===== src/rtl/shared_multi_channel_fifo.sv =====
// shared_multi_channel_fifo: 2**CH_WIDTH logical FIFO channels that share one
// simple dual-port RAM. Each channel owns a fixed region of 2**ADDR_WIDTH words
// and keeps its own pointers, count and flags.
// Optional per-channel flush port: define SMCF_FLUSH_EN.
module shared_multi_channel_fifo #(
   parameter int DATA_WIDTH       = 8,
   parameter int CH_WIDTH         = 2,
   parameter int ADDR_WIDTH       = 4,
   parameter     OUTPUT_REG       = "FALSE",
   parameter int AFULL_THRESHOLD  = 2**ADDR_WIDTH-2,
   parameter int AEMPTY_THRESHOLD = 1
) (
   input  logic                                       i_clk,
   input  logic                                       i_arst,
`ifdef SMCF_FLUSH_EN
   input  logic [2**CH_WIDTH-1:0]                     i_flush,
`endif
   input  logic                                       i_we,
   input  logic [CH_WIDTH-1:0]                        i_wch,
   input  logic [DATA_WIDTH-1:0]                      i_wdata,
   input  logic                                       i_re,
   input  logic [CH_WIDTH-1:0]                        i_rch,
   output logic                                       o_rvalid,
   output logic [DATA_WIDTH-1:0]                      o_rdata,
   output logic [CH_WIDTH-1:0]                        o_rch,
   output logic [2**CH_WIDTH-1:0]                     o_full,
   output logic [2**CH_WIDTH-1:0]                     o_empty,
   output logic [2**CH_WIDTH-1:0]                     o_afull,
   output logic [2**CH_WIDTH-1:0]                     o_aempty,
   output logic [(2**CH_WIDTH)*(ADDR_WIDTH+1)-1:0]    o_cnt,
   output logic                                       o_werr,
   output logic                                       o_rerr
);

   localparam int NCH  = 2**CH_WIDTH;
   localparam int CNTW = ADDR_WIDTH+1;
   localparam logic [CNTW-1:0] LP_DEPTH = CNTW'(2**ADDR_WIDTH);
   localparam logic [CNTW-1:0] LP_AFULL = CNTW'(AFULL_THRESHOLD);
   localparam logic [CNTW-1:0] LP_AEMPTY = CNTW'(AEMPTY_THRESHOLD);

   logic [DATA_WIDTH-1:0]          r_mem [NCH*(2**ADDR_WIDTH)];
   logic [ADDR_WIDTH-1:0]          r_wptr [NCH];
   logic [ADDR_WIDTH-1:0]          r_rptr [NCH];
   logic [CNTW-1:0]                r_cnt  [NCH];

   logic [NCH-1:0]                 w_flush;
   logic [NCH-1:0]                 w_winc;
   logic [NCH-1:0]                 w_rinc;
   logic                           w_wacc;
   logic                           w_racc;
   logic [CH_WIDTH+ADDR_WIDTH-1:0] w_waddr;
   logic [CH_WIDTH+ADDR_WIDTH-1:0] w_raddr;

   logic                           r_s1_valid;
   logic [DATA_WIDTH-1:0]          r_s1_data;
   logic [CH_WIDTH-1:0]            r_s1_ch;
   logic                           r_werr;
   logic                           r_rerr;

`ifdef SMCF_FLUSH_EN
   assign w_flush = i_flush;
`else
   assign w_flush = '0;
`endif

   // Flags and packed counts decoded from the registered per-channel counts
   always_comb begin
      o_cnt = '0;
      for (int unsigned c = 0; c < NCH; c++) begin
         o_full[c]   = (r_cnt[c] == LP_DEPTH);
         o_empty[c]  = (r_cnt[c] == '0);
         o_afull[c]  = (r_cnt[c] >= LP_AFULL);
         o_aempty[c] = (r_cnt[c] <= LP_AEMPTY);
         o_cnt[c*CNTW +: CNTW] = r_cnt[c];
      end
   end

   // Accept decisions; a flush on the addressed channel silently drops the op
   assign w_wacc  = i_we & ~o_full[i_wch]  & ~w_flush[i_wch];
   assign w_racc  = i_re & ~o_empty[i_rch] & ~w_flush[i_rch];
   assign w_waddr = {i_wch, r_wptr[i_wch]};
   assign w_raddr = {i_rch, r_rptr[i_rch]};

   // Per-channel one-hot increment/decrement requests
   always_comb begin
      w_winc = '0;
      w_rinc = '0;
      for (int unsigned c = 0; c < NCH; c++) begin
         w_winc[c] = w_wacc && (i_wch == CH_WIDTH'(c));
         w_rinc[c] = w_racc && (i_rch == CH_WIDTH'(c));
      end
   end

   // Shared storage write port
   always_ff @(posedge i_clk) begin
      if (w_wacc) r_mem[w_waddr] <= i_wdata;
   end

   // Per-channel pointer and occupancy bookkeeping
   always_ff @(posedge i_clk or posedge i_arst) begin
      if (i_arst) begin
         for (int unsigned c = 0; c < NCH; c++) begin
            r_wptr[c] <= '0;
            r_rptr[c] <= '0;
            r_cnt[c]  <= '0;
         end
      end else begin
         for (int unsigned c = 0; c < NCH; c++) begin
            if (w_flush[c]) begin
               r_wptr[c] <= '0;
               r_rptr[c] <= '0;
               r_cnt[c]  <= '0;
            end else begin
               if (w_winc[c]) r_wptr[c] <= r_wptr[c] + ADDR_WIDTH'(1);
               if (w_rinc[c]) r_rptr[c] <= r_rptr[c] + ADDR_WIDTH'(1);
               unique case ({w_winc[c], w_rinc[c]})
                  2'b10:   r_cnt[c] <= r_cnt[c] + CNTW'(1);
                  2'b01:   r_cnt[c] <= r_cnt[c] - CNTW'(1);
                  default: r_cnt[c] <= r_cnt[c];
               endcase
            end
         end
      end
   end

   // First read stage plus registered reject pulses
   always_ff @(posedge i_clk or posedge i_arst) begin
      if (i_arst) begin
         r_s1_valid <= 1'b0;
         r_s1_data  <= '0;
         r_s1_ch    <= '0;
         r_werr     <= 1'b0;
         r_rerr     <= 1'b0;
      end else begin
         r_s1_valid <= w_racc;
         if (w_racc) begin
            r_s1_data <= r_mem[w_raddr];
            r_s1_ch   <= i_rch;
         end
         r_werr <= i_we & o_full[i_wch]  & ~w_flush[i_wch];
         r_rerr <= i_re & o_empty[i_rch] & ~w_flush[i_rch];
      end
   end

   assign o_werr = r_werr;
   assign o_rerr = r_rerr;

   generate
      if (OUTPUT_REG == "TRUE") begin : g_oreg
         logic                  r_s2_valid;
         logic [DATA_WIDTH-1:0] r_s2_data;
         logic [CH_WIDTH-1:0]   r_s2_ch;

         // Optional output register stage (read latency 2)
         always_ff @(posedge i_clk or posedge i_arst) begin
            if (i_arst) begin
               r_s2_valid <= 1'b0;
               r_s2_data  <= '0;
               r_s2_ch    <= '0;
            end else begin
               r_s2_valid <= r_s1_valid;
               if (r_s1_valid) begin
                  r_s2_data <= r_s1_data;
                  r_s2_ch   <= r_s1_ch;
               end
            end
         end

         assign o_rvalid = r_s2_valid;
         assign o_rdata  = r_s2_data;
         assign o_rch    = r_s2_ch;
      end else begin : g_noreg
         assign o_rvalid = r_s1_valid;
         assign o_rdata  = r_s1_data;
         assign o_rch    = r_s1_ch;
      end
   endgenerate

endmodule


===== config.mk =====
export PLATFORM = sky130hd
export DESIGN_NAME = shared_multi_channel_fifo
export DESIGN_NICKNAME = d
export VERILOG_FILES = /design/src/rtl/shared_multi_channel_fifo.sv
export SDC_FILE = /design/constraint.sdc
export NUM_CORES = 1
export LEC_CHECK = 0
export ABC_AREA = 1
export CORE_ASPECT_RATIO = 1.5
export CORE_MARGIN = 2
export CORE_UTILIZATION = 40
export CTS_BUF_LIST = sky130_fd_sc_hd__clkbuf_2 sky130_fd_sc_hd__clkbuf_4 sky130_fd_sc_hd__clkbuf_8
export DETAILED_ROUTE_END_ITERATION = 8
export GPL_ROUTABILITY_DRIVEN = 0
export PLACE_DENSITY = 0.55
export SYNTH_ARGS = -nofsm -noshare
export SYNTH_HDL_FRONTEND = slang
export SYNTH_SLANG_ARGS = --single-unit

===== constraint.sdc =====
create_clock -name i_clk -period 3.02 [get_ports i_clk]
set_input_delay 0.453 -clock i_clk [delete_from_list [all_inputs] [get_ports i_clk]]
set_output_delay 0.453 -clock i_clk [all_outputs]
set_load 0.005 [all_outputs]

==> results of run 1 <==
-- per-layer routing --
metal	vias to the layer above	GRT usage [%]	wire (µm)
met5	-	0	0
met4	0	10.56	3004
met1	8954	25.97	28630
met3	123	2.633	3304
li1	8865	-	-
met2	512	38.74	37200
-- registers in the layout, summed over array words and instances (netlist names) --
name and cells:
o_rdata 8, o_cnt 20, r_mem 512, r_wptr 16, o_rvalid 1, o_werr 1, o_rerr 1, o_rch 2
r_rptr 16
-- power breakdown --
group	switching [mW]	internal, mW	total (mW)	leakage, nW
Clock	3.07	3.25	6.33	0.905
Sequential	0.532	9.24	9.77	5.38
Combinational	5.13	3.20	8.33	6.54
-- metrics by stage --
step	TNS (ns)	setup slack [ns]	hold slack (ns)
floorplan	0	0.2665	0.4419
global placement	-0.5162	-0.07150	0.4586
detailed placement	-0.5853	-0.07761	0.4738
CTS	0	0.08666	0.01929
global route	0	0.004080	0.09698
finish	0	0.2202	0.05454
-- worst reg2reg max path, delay by kind of cell (launching register included) --
| family | cells | cell delay (ns) |
|---|---|---|
| buf+inv | 5 | 0.85 |
| simple gates | 5 | 0.82 |
| flops | 1 | 0.36 |
| compound gates | 1 | 0.26 |
| fa+ha+maj | 1 | 0.22 |
-- cell usage in the layout, fill, tap and decap left out, drive strengths merged, types with 41 or more instances in the layout --
master and instances:
nand3 465, clkdlybuf4s50 56, clkbuf 110, dfrtp 65
inv 365, nand2 472, buf 234, edfxtp 512
nand3b 168, nor2 124, clkinv 41
-- area by class of cell --
class / instances / share of cell area, %
multi-input cells: 1414 / 23.66
flip-flops and latches: 577 / 54.35
repair buffers: 290 / 8.704
clock inverters: 46 / 0.8760
diodes: 1 / 0.008000
inverters: 364 / 4.376
well taps: 877 / 3.508
clock buffers: 110 / 4.520
-- kinds of logic (layout without fill, tap and decap cells) --
family / Yosys count / in the layout / synth area share, %
simple gates: 1261 / 1261 / 22.96
flops: 577 / 577 / 64.39
buf+inv: 492 / 810 / 7.876
compound gates: 76 / 76 / 1.758
xor+xnor: 44 / 44 / 1.460
fa+ha+maj: 32 / 32 / 1.516
mux: 1 / 1 / 0.04265
other cells: 0 / 1 / 0
-- path summary, 6_finish.rpt --
kind / startpoint / endpoint / slack [ns] / cells after the start
worst max-delay path: o_cnt[6] / r_mem[60][2] / 0.22 / 12
worst min-delay path: i_arst / o_cnt[11] / 0.05 / 2
worst max register to register: o_cnt[6] / r_mem[60][2] / 0.22 / 12
worst min register to register: r_wptr[7] / r_wptr[7] / 0.50 / 2
max in group asynchronous: i_arst / o_cnt[16] / 2.30 / 3
min in group i_clk: i_wdata[2] / r_mem[49][2] / 0.27 / 1
-- repair_timing --
action	4_1_cts	5_1_grt
gates resized for setup	0	5
endpoints found under the hold margin	0	0
setup endpoints to repair	0	6
==> impl_metrics.py, run 1 <==
metrics = {
    "synth": {
        "synth_common_cells": "edfxtp_1 (512), nand2_1 (466), nand3_1 (465)",
        "yosysSeqAreaShare_pct": 64.39,
        "synthCells": 2483,
        "synth_warnings": 0,
        "synth_area_um2": 26400,
        "synthTopCellsByArea": "edfxtp_1 (58%), nand3_1 (8.8%), nand2_1 (6.6%)",
        "ys_types": 39,
        "ys_ff_latch": 577,
        "synth_edf_count": 512,
        "yosysTopAreaCell": "edfxtp_1",
        "avgSynthCellArea_um2": 10.63,
        "synth_top_area_share_pct": 58.23,
        "yosysMostFrequentCell": "edfxtp_1",
        "synth-async-reset-ratio_pct": 11.27,
        "synth-main-ff-cell": "edfxtp_1",
        "synth_fp_nets": 2531,
    },
    "cells_and_area": {
        "final_area_um2": 31280,
        "seq_area_um2": 17000,
        "drive_gt1_share_pct": 14.35,
        "nets": 2780,
        "multi_input_area_um2": 7400,
        "area_growth_pct": 18.47,
        "post_layout_nonfiller_instances": 3679,
        "final_core_util_pct": 47.78,
        "fillers": 6021,
    },
    "critical_path": {
        "crit_type": "reg -> reg",
        "crit_chain": "inv_1, ha_1, nand3_2, nor2_1, a211oi_1, and2_0, buf_4, buf_4, nand4_1, buf_4, nor2_1, buf_4",
        "cp_max_fo": 11,
        "cp.arrival_ns": 3.20,
        "crit_slowest_cell": "dfrtp_1",
        "cpPeakStageDelay_ns": 0.36,
        "cp_common_cell": "buf_4",
        "crit_buf_inv": 5,
        "start_kind": "register",
        "cp-end-kind": "register",
        "crit_family": "buffers and inverters",
        "worst_ep_required_time_ns": 3.42,
    },
    "clock_tree": {
        "cts_made_buffers": 85,
        "cts_tree": "done",
        "cts-root-buf": "clkbuf_8",
        "clk_pin_slew_ns": 0.07,
        "ctsHoldBuffers": 0,
        "cts_sinks": 577,
        "clkLatencyLatePin_ns": 0.72,
        "htreeDepth": 3,
        "cts_setup_buffers": 0,
        "clk_path_buf_depth": 3,
    },
    "routing": {
        "drt-wirelength-per-cell_um": 19.61,
        "wl_um": 72140,
        "antenna_left": 0,
        "via_count": 18454,
        "dr.pass1.iters": 6,
        "drtIter0Drc": 1341,
        "drcViolationCount": 0,
        "vias_per_cell": 5.016,
    },
    "timing": {
        "relSlewSlack_pct": 39.84,
        "timing.final.crit_share_pct": 92.71,
        "finalSetupViolations": 0,
        "clock.fmax_mhz": 357.2,
        "skew_ns": 0.04631,
        "grt_setup_unrepaired": "false",
        "worst_slew_pin_slew_ns": 0.9025,
        "maxSlewViolCount": 0,
        "hold_viol_final": 0,
        "period_needed_ns": 2.800,
    },
    "global_routing": {
        "grt_util_all_layers_pct": 21.84,
        "grt_pass1_vias": 19018,
        "overflow": 0,
        "antenna_found_initial": 1,
        "grt_pass1_wl_um": 111200,
        "grt_max_degree": 65,
    },
    "floorplan": {
        "dieArea_um2": 68120,
        "start_util_pct": 40.33,
        "die_w_um": 213.8,
        "fp.dieH_um": 318.7,
        "core_um2": 65470,
        "std_cell_rows": 115,
        "design.portCount": 65,
    },
    "placement": {
        "dp_cells": 3522,
        "portBuffers": 64,
        "dp_hpwl_um": 47040,
        "place_area_um2": 29570,
    },
    "power": {
        "leakagePower_nw": 12.83,
        "ir_drop_uv": 425.9,
        "powerDensity_nw_per_um2": 780.8,
        "p_total_mw": 24.42,
    },
    "run_status": {
        "status": "finished, final reports clean",
    },
    "hold_path": {
        "min_path_type": "in -> async",
    },
    "flow_run": {
        "drv_cap": 0,
    },
}
Power figures use the tool's default switching activity.
==> run 2, diff against run 1 <==
--- a/config.mk
+++ b/config.mk
@@ -8,11 +8,11 @@
 export ABC_AREA = 1
 export CORE_ASPECT_RATIO = 1.5
 export CORE_MARGIN = 2
-export CORE_UTILIZATION = 40
+export CORE_UTILIZATION = 52
 export CTS_BUF_LIST = sky130_fd_sc_hd__clkbuf_2 sky130_fd_sc_hd__clkbuf_4 sky130_fd_sc_hd__clkbuf_8
 export DETAILED_ROUTE_END_ITERATION = 8
 export GPL_ROUTABILITY_DRIVEN = 0
-export PLACE_DENSITY = 0.55
+export PLACE_DENSITY = 0.68
 export SYNTH_ARGS = -nofsm -noshare
 export SYNTH_HDL_FRONTEND = slang
 export SYNTH_SLANG_ARGS = --single-unit
==> impl_metrics.py, run 2 (synthesis gave the netlist of run 1 again) <==
metrics = {
    "run_status": {
        "status": "finished, final reports clean",
    },
    "critical_path": {
        "cp_max_fo": 11,
        "cp.arrival_ns": 3.30,
        "reg2reg_depth": 15,
        "worstReg2RegEnd": "o_cnt[4]",
        "r2r_slack_ns": 0.26,
        "worst_ep_required_time_ns": 3.56,
        "start_kind": "register",
        "worst_r2r_startpoint": "o_cnt[10]",
        "cp-end-kind": "register",
        "crit_type": "reg -> reg",
    },
    "timing": {
        "maxSlewViolCount": 0,
        "clock.fmax_mhz": 361.8,
        "hold_viol_final": 0,
        "worst_slew_pin_slew_ns": 0.8837,
        "hold_slack_ns": 0.2620,
        "relSlewSlack_pct": 41.09,
        "timing.final.crit_share_pct": 91.53,
        "period_needed_ns": 2.764,
        "grt_setup_unrepaired": "false",
        "finalSetupViolations": 0,
        "skew_ns": 0.02847,
        "layout_setup_ws_ns": 0.2557,
    },
    "cells_and_area": {
        "final_cell_mix": "edfxtp_1 (512), nand2_1 (466), nand3_1 (462), inv_1 (354), buf_4 (199)",
        "regMostFlops": "r_mem",
        "largest_reg_flops": 512,
        "nets": 2779,
        "post_layout_nonfiller_instances": 3471,
        "mostFrequentLayoutCell": "edfxtp_1",
        "fillers": 3977,
        "area_growth_pct": 17.80,
        "drive_gt1_share_pct": 14.35,
    },
    "routing": {
        "dr.pass1.iters": 6,
        "drt-wirelength-per-cell_um": 20.20,
        "wl_um": 70120,
        "drcViolationCount": 0,
        "vias_per_cell": 5.521,
        "antenna_left": 0,
        "via_count": 19163,
        "drtIter0Drc": 1694,
    },
    "global_routing": {
        "antenna_found_initial": 1,
        "grt_pass1_vias": 19493,
        "grt_max_degree": 65,
        "grt_util_all_layers_pct": 26.87,
        "grt_pass1_wl_um": 108400,
        "overflow": 0,
    },
    "placement": {
        "dp_worst_setup_slack_ns": -0.1216,
        "dp_cells": 3315,
        "portBuffers": 64,
        "dp_hpwl_um": 45700,
    },
    "power": {
        "leakagePower_nw": 12.87,
        "ir_drop_uv": 589.2,
        "powerDensity_nw_per_um2": 798.0,
    },
    "clock_tree": {
        "clkLatencyLatePin_ns": 0.66,
        "cts_tree": "done",
        "cts_sinks": 577,
        "ctsHoldBuffers": 0,
        "clk_pin_slew_ns": 0.07,
        "clk_path_buf_depth": 3,
        "cts-root-buf": "clkbuf_8",
        "htreeDepth": 3,
        "cts_made_buffers": 83,
    },
    "floorplan": {
        "design.portCount": 65,
        "start_util_pct": 52.36,
        "dieArea_um2": 52630,
        "die_w_um": 188.0,
        "core_um2": 50420,
        "std_cell_rows": 101,
        "fp.dieH_um": 280.0,
    },
    "hold_path": {
        "min_path_type": "in -> async",
    },
    "flow_run": {
        "drv_cap": 0,
    },
}
-- run 2: changes by cell type in the layout (fill, tap and decap cells not counted), sizes merged --
| cell | delta |
|---|---|
| bufinv | +6 |
| buf | +1 |
| clkbuf | +6 |
| clkinv | -13 |
-- run 2: repair_timing --
item                       CTS  global route
setup endpoints to repair    0            48
resized for setup            0             4
setup buffers                0             0
-- run 2: worst max path at each step --
stage	startpoint	to	slack [ns]	cells after the start
finish	o_cnt[10]	o_cnt[4]	0.26	15
global route	o_cnt[0]	o_cnt[4]	0.003	16
CTS	o_cnt[10]	o_cnt[4]	0.09	15
detailed placement	i_rch[0]	o_cnt[4]	-0.12	17
global placement	i_rch[0]	o_rdata[0]	-0.06	15
floorplan	o_cnt[5]	o_cnt[14]	0.27	13
-- run 2: worst max-delay path, cell delays in order, from the launching register on --
cell	delay [ns]
dfrtp_1	0.34
inv_1	0.08
ha_1	0.24
nand3_2	0.17
o22ai_1	0.11
a211oi_1	0.23
and2_1	0.19
buf_4	0.19
nand2_1	0.11
ha_1	0.32
inv_1	0.09
o21ai_0	0.10
a21oi_1	0.19
nand2_1	0.10
xor2_1	0.15
inv_1	0.05
-- run 2: final cells by class --
class                   instances  area [µm²]  share of cell area, %
inverters                     364        1369                  4.401
clock inverters                39       391.6                  1.259
multi-input cells            1414        7393                  23.77
well taps                     669       837.1                  2.691
repair buffers                291        2655                  8.537
diodes                          1       2.502               0.008046
flip-flops and latches        577       17000                  54.66
clock buffers                 116        1453                  4.671
-- run 2: where the power goes --
part           internal, mW  total (mW)  switching [mW]
Sequential             9.24        9.74           0.501
Clock                  3.82        6.80            2.99
Combinational          3.19        8.28            5.09
Total                  16.2        24.8            8.57
-- run 2: metrics by stage --
step	total power, mW	utilization (%)	cell area, µm²	setup TNS [ns]
after floorplan	14.50	-	26400	0
after global placement	17.90	57.99	29240	-0.07245
after detailed placement	18.06	57.99	29240	-1.077
after CTS	24.85	61.65	31080	0
after global routing	26.00	61.68	31100	0
final	24.82	61.68	31100	0
-- run 2: layer usage --
metal	track usage, %	wire length (µm)
met1	31.39	25790
met2	47.15	35400
met3	3.965	4816
met4	15.67	4104
met5	0	0
